File: config.mk
export PLATFORM = sky130hd
export DESIGN_NAME = mux_sel_arbiter
export DESIGN_NICKNAME = d
export VERILOG_FILES = /design/src/rtl/mux_arb_pkg.sv /design/src/rtl/rr_pick4.sv /design/src/rtl/mux_sel_arbiter.sv
export SDC_FILE = /design/constraint.sdc
export NUM_CORES = 1
export LEC_CHECK = 0
export CAP_MARGIN = 20
export CORE_MARGIN = 2
export CORE_UTILIZATION = 45
export DETAILED_ROUTE_END_ITERATION = 10
export GPL_TIMING_DRIVEN = 1
export MAX_ROUTING_LAYER = met4
export PLACE_DENSITY = 0.66
export SYNTH_ARGS = -nofsm -noshare
export SYNTH_HDL_FRONTEND = slang
export SYNTH_SLANG_ARGS = --single-unit
File: constraint.sdc
create_clock -name clk -period 1.65 [get_ports clk]
set_input_delay 0.2475 -clock clk [delete_from_list [all_inputs] [get_ports clk]]
set_output_delay 0.2475 -clock clk [all_outputs]
set_load 0.01 [all_outputs]
File: src/rtl/mux_arb_pkg.sv
// Shared types and constants for the 4-way round-robin mux-select arbiter.
package mux_arb_pkg;

    localparam int NREQ  = 4;
    localparam int SEL_W = 2;

    typedef enum logic {
        ARB_IDLE,
        ARB_BUSY
    } arb_state_t;

endpackage

File: src/rtl/rr_pick4.sv
// Rotate-priority encoder: first set request bit searching ptr+1, ptr+2, ptr+3, ptr.
import mux_arb_pkg::*;

module rr_pick4 (
    input  logic [NREQ-1:0]  req,
    input  logic [SEL_W-1:0] ptr,
    output logic             any,
    output logic [SEL_W-1:0] win
);

    logic [SEL_W-1:0] idx;

    // Walk the rotated order once; the first hit after the last owner wins.
    always_comb begin
        any = 1'b0;
        win = '0;
        idx = '0;
        for (int unsigned k = 1; k <= NREQ; k++) begin
            idx = ptr + SEL_W'(k);
            if (!any && req[idx]) begin
                any = 1'b1;
                win = idx;
            end
        end
    end

endmodule

File: src/rtl/mux_sel_arbiter.sv
// Round-robin arbiter owning a 4:1 mux select; holds the grant until done
// or until a programmable BUSY-cycle timeout aborts the transaction.
import mux_arb_pkg::*;

module mux_sel_arbiter #(
    parameter int unsigned TIMEOUT = 255
) (
    input  logic             clk,
    input  logic             reset,
    input  logic [NREQ-1:0]  req,
    input  logic             done,
    output logic [NREQ-1:0]  gnt,
    output logic [SEL_W-1:0] sel,
    output logic             busy,
    output logic             start,
    output logic             timeout_err
);

    // Counter width derived from TIMEOUT; a disabled timeout still keeps a 1-bit counter.
    localparam int unsigned CNT_W = (TIMEOUT == 0) ? 1 : $clog2(TIMEOUT + 1);
    localparam logic [CNT_W-1:0] CNT_LAST = CNT_W'((TIMEOUT == 0) ? 0 : TIMEOUT - 1);

    arb_state_t       state;
    logic [SEL_W-1:0] ptr;
    logic [CNT_W-1:0] cnt;
    logic             pick_any;
    logic [SEL_W-1:0] pick_win;
    logic             timeout_hit;

    rr_pick4 u_pick (
        .req (req),
        .ptr (ptr),
        .any (pick_any),
        .win (pick_win)
    );

    assign timeout_hit = (TIMEOUT != 0) && (cnt == CNT_LAST);

    // Arbitration FSM with all outputs registered; sel doubles as the owner index.
    always_ff @(posedge clk) begin
        if (reset) begin
            state       <= ARB_IDLE;
            gnt         <= '0;
            sel         <= '0;
            busy        <= 1'b0;
            start       <= 1'b0;
            timeout_err <= 1'b0;
            ptr         <= SEL_W'(NREQ - 1);
            cnt         <= '0;
        end else begin
            start       <= 1'b0;
            timeout_err <= 1'b0;
            case (state)
                ARB_IDLE: begin
                    if (pick_any) begin
                        state <= ARB_BUSY;
                        gnt   <= NREQ'(1) << pick_win;
                        sel   <= pick_win;
                        busy  <= 1'b1;
                        start <= 1'b1;
                        cnt   <= '0;
                    end
                end
                ARB_BUSY: begin
                    if (done || timeout_hit) begin
                        state       <= ARB_IDLE;
                        gnt         <= '0;
                        busy        <= 1'b0;
                        ptr         <= sel;
                        timeout_err <= !done;
                    end else if (cnt != '1) begin
                        cnt <= cnt + 1'b1;
                    end
                end
                default: begin
                    state <= ARB_IDLE;
                    gnt   <= '0;
                    busy  <= 1'b0;
                end
            endcase
        end
    end

endmodule

==> flow_summary.toml <==
[outcome]
status = "finished clean"

[layout]
layout.cells.non_filler = 169
final_nets = 151
fillCellCount = 202
num_antenna_cells = 0
syn_to_final_growth_pct = 32.2
layout-drive-gt1-share_pct = 22.0

[sta]
setup_viol = 0
final_max_slew_viol_count = 0
worst_slew_pin_slew_ps = 371
hold_viol = 0
min_period_ps = 1530
fmax_ghz = 0.654
relSlewSlack_pct = 75.2
rsz0062_at_grt = "no"
min_period_over_period_pct = 92.6
finClkSkew_ps = 2.54

[grt]
grt_remaining_overflow = 0
grt_max_degree = 13
track_usage_pct = 17.4
use_met1_pct = 20.1
busiest_layer = "met2"
grt_use_met2_pct = 30.3
grt_pass1_vias = 828
grt_pass1_wl_um = 3360
antenna_found_initial = 0
use_met3_pct = 2.63

[critical_path]
critPathKind = "reg2reg"
cp-endpoint = "cnt[7]$_SDFFE_PP0P_"
reg2reg_slack_ps = 120
timing.rr.start = "cnt[0]$_SDFFE_PP0P_"
critical_path_arrival_ps = 1760
reg2regPathDepth = 6
cp-end-kind = "flop"
cp_max_fo = 4
reg2reg_to = "cnt[7]$_SDFFE_PP0P_"
required_ps = 1880
crit_path_start = "cnt[0]$_SDFFE_PP0P_"
start_kind = "flop"

[routing]
first_pass_iters = 4
ant_nets = 0
drt_wl_total_um = 2000
dr.first_iter.drc_count = 8
vias = 891
wire_per_inst_um = 11.8
drcViolationCount = 0
vias_per_cell = 5.27

[pwr]
vdd_drop_max_v = 0.000504
power_density_mw_per_mm2 = 745
power.leakage_nw = 0.467
p_total_mw = 0.983

[clock_tree]
cts_tree = "built"
cts_hold_buf = 0
path_clk_slew_ps = 110
cts_buffer_depth = 2
cts_sinks = 20
clk-insertion-delay-late_ps = 290
root_buffer = "clkbuf_4"
cts_buffers = 3
ctsHtreeMaxLevel = 1
cts_setup_buffers = 0

[logic_synthesis]
syn_area_um2 = 998
async_flop_share_pct = 0
avgSynthCellArea_um2 = 9.16
synth_seq_cells = 20
synth_nets = 118
synth-edff-count = 0
syn_inst = 109
yosys_most_used_dff = "dfxtp_1"
synth_cell_type_count = 37
yosysSeqAreaShare_pct = 40.1
yosysWarnings = 0

[floorplanning]
chipWidth_um = 51.1
die_area_mm2 = 0.00261
num_rows = 17
die_h_um = 51.1
io-pin-count = 16
coreArea_mm2 = 0.00215
start_util_pct = 46.5

[hold_path]
min_path_type = "reg2reg"

[placement]
port_buffers = 15
place_inst = 165
dp_hpwl_um = 1590
gp_congestion = 0.773

[flow_run]
max-cap-violations = 0
## worst min path at each step
stage	slack (ps)	from	end	depth (start not counted)
2_1_floorplan	320	done	timeout_err$_SDFF_PP0_	1
3_3_place_gp	450	gnt[2]$_SDFFE_PP0P_	gnt[2]$_SDFFE_PP0P_	1
3_5_place_dp	450	gnt[0]$_SDFFE_PP0P_	gnt[0]$_SDFFE_PP0P_	1
4_1_cts	480	gnt[0]$_SDFFE_PP0P_	gnt[0]$_SDFFE_PP0P_	1
5_1_grt	500	gnt[1]$_SDFFE_PP0P_	gnt[1]$_SDFFE_PP0P_	1
6_report	480	gnt[2]$_SDFFE_PP0P_	gnt[2]$_SDFFE_PP0P_	1
## routing by layer
metal  share of wire, %  up-vias
met4               0.70        0
met2                 48       11
met5                  0        -
met1                 49      409
met3                2.3        2
li1                   -      469
## cell usage after synthesis, types with 2 or more instances
cell type,count,share of area [%]
a211oi_1,2,1.5
nor3b_1,3,2.3
inv_1,3,1.1
or3_1,2,1.3
nand2_1,6,2.3
nor2_1,17,6.4
a21oi_1,8,4.0
dfxtp_1,20,40
nor3_1,3,1.5
ha_1,2,2.5
nand4_1,2,1.3
o2bb2ai_1,4,3.5
nand2b_1,4,2.5
o21ai_0,7,3.5
xor2_1,2,1.8
mux2i_1,3,3.0
## metrics by stage
stage / setup TNS (ps) / util (%) / hold WS, ps / setup slack [ps] / cell area [µm²]
after floorplan: 0 / - / 324 / 177 / 998
after global placement: -1180 / 59.6 / 452 / -145 / 1280
after detailed placement: -1580 / 59.6 / 450 / -169 / 1280
after CTS: 0 / 61.3 / 479 / 36.3 / 1320
after global routing: 0 / 61.4 / 501 / 14.9 / 1320
final: 0 / 61.4 / 482 / 122 / 1320
## cells by family after synthesis
group	after synthesis	share of synthesized area, %
xor+xnor	2	1.75
flops	20	40.1
compound gates	28	20.7
buf+inv	5	2.63
simple gates	48	28.2
mux	4	4.14
fa+ha+maj	2	2.51
## cells in the final DEF, fill, tap and decap left out, drive strengths merged, types with 2 or more instances in the layout
| cell type | count |
|---|---|
| a211oi | 2 |
| a21oi | 8 |
| and4b | 2 |
| buf | 15 |
| clkbuf | 4 |
| clkdlybuf4s50 | 15 |
| dfxtp | 20 |
| ha | 2 |
| inv | 3 |
| mux2i | 3 |
| nand2 | 6 |
| nand2b | 4 |
| nand3 | 2 |
| nand4 | 2 |
| nor2 | 18 |
| nor3 | 3 |
| nor3b | 3 |
| o21ai | 7 |
| o2bb2ai | 4 |
| or2 | 2 |
| or3 | 2 |
| xor2 | 2 |
## cell type report
type                    instances  area (µm²)  area share (%)
multi-input cells              84         574            43.5
flip-flops and latches         20         400            30.3
repair buffers                 30         263            19.9
clock buffers                   4        36.3            2.75
well taps                      28        35.0            2.65
inverters                       3        11.3           0.853
## state kept, by name (all words and copies together), names as in the netlist
register     flops
sel              2
cnt              8
timeout_err      1
busy             1
start            1
ptr              2
state            1
gnt              4
## worst max-delay path, stage by stage, from the launching register on
cell and delay [ps]:
dfxtp_1 370, inv_1 80, ha_1 230, nor2_2 180, o311ai_4 110, or3_1 360, a21oi_1 140
## power breakdown
| group | switching [mW] | total (mW) | internal, mW |
|---|---|---|---|
| clock | 0.144 | 0.279 | 0.134 |
| combinational | 0.0790 | 0.182 | 0.103 |
| sequential | 0.0168 | 0.523 | 0.506 |
| total | 0.240 | 0.983 | 0.743 |
## timing repair
action	CTS	global route
hold endpoints to repair	0	0
resized for setup	0	1
setup endpoints to repair	0	2
No activity file was read; power rests on OpenSTA's default activity.
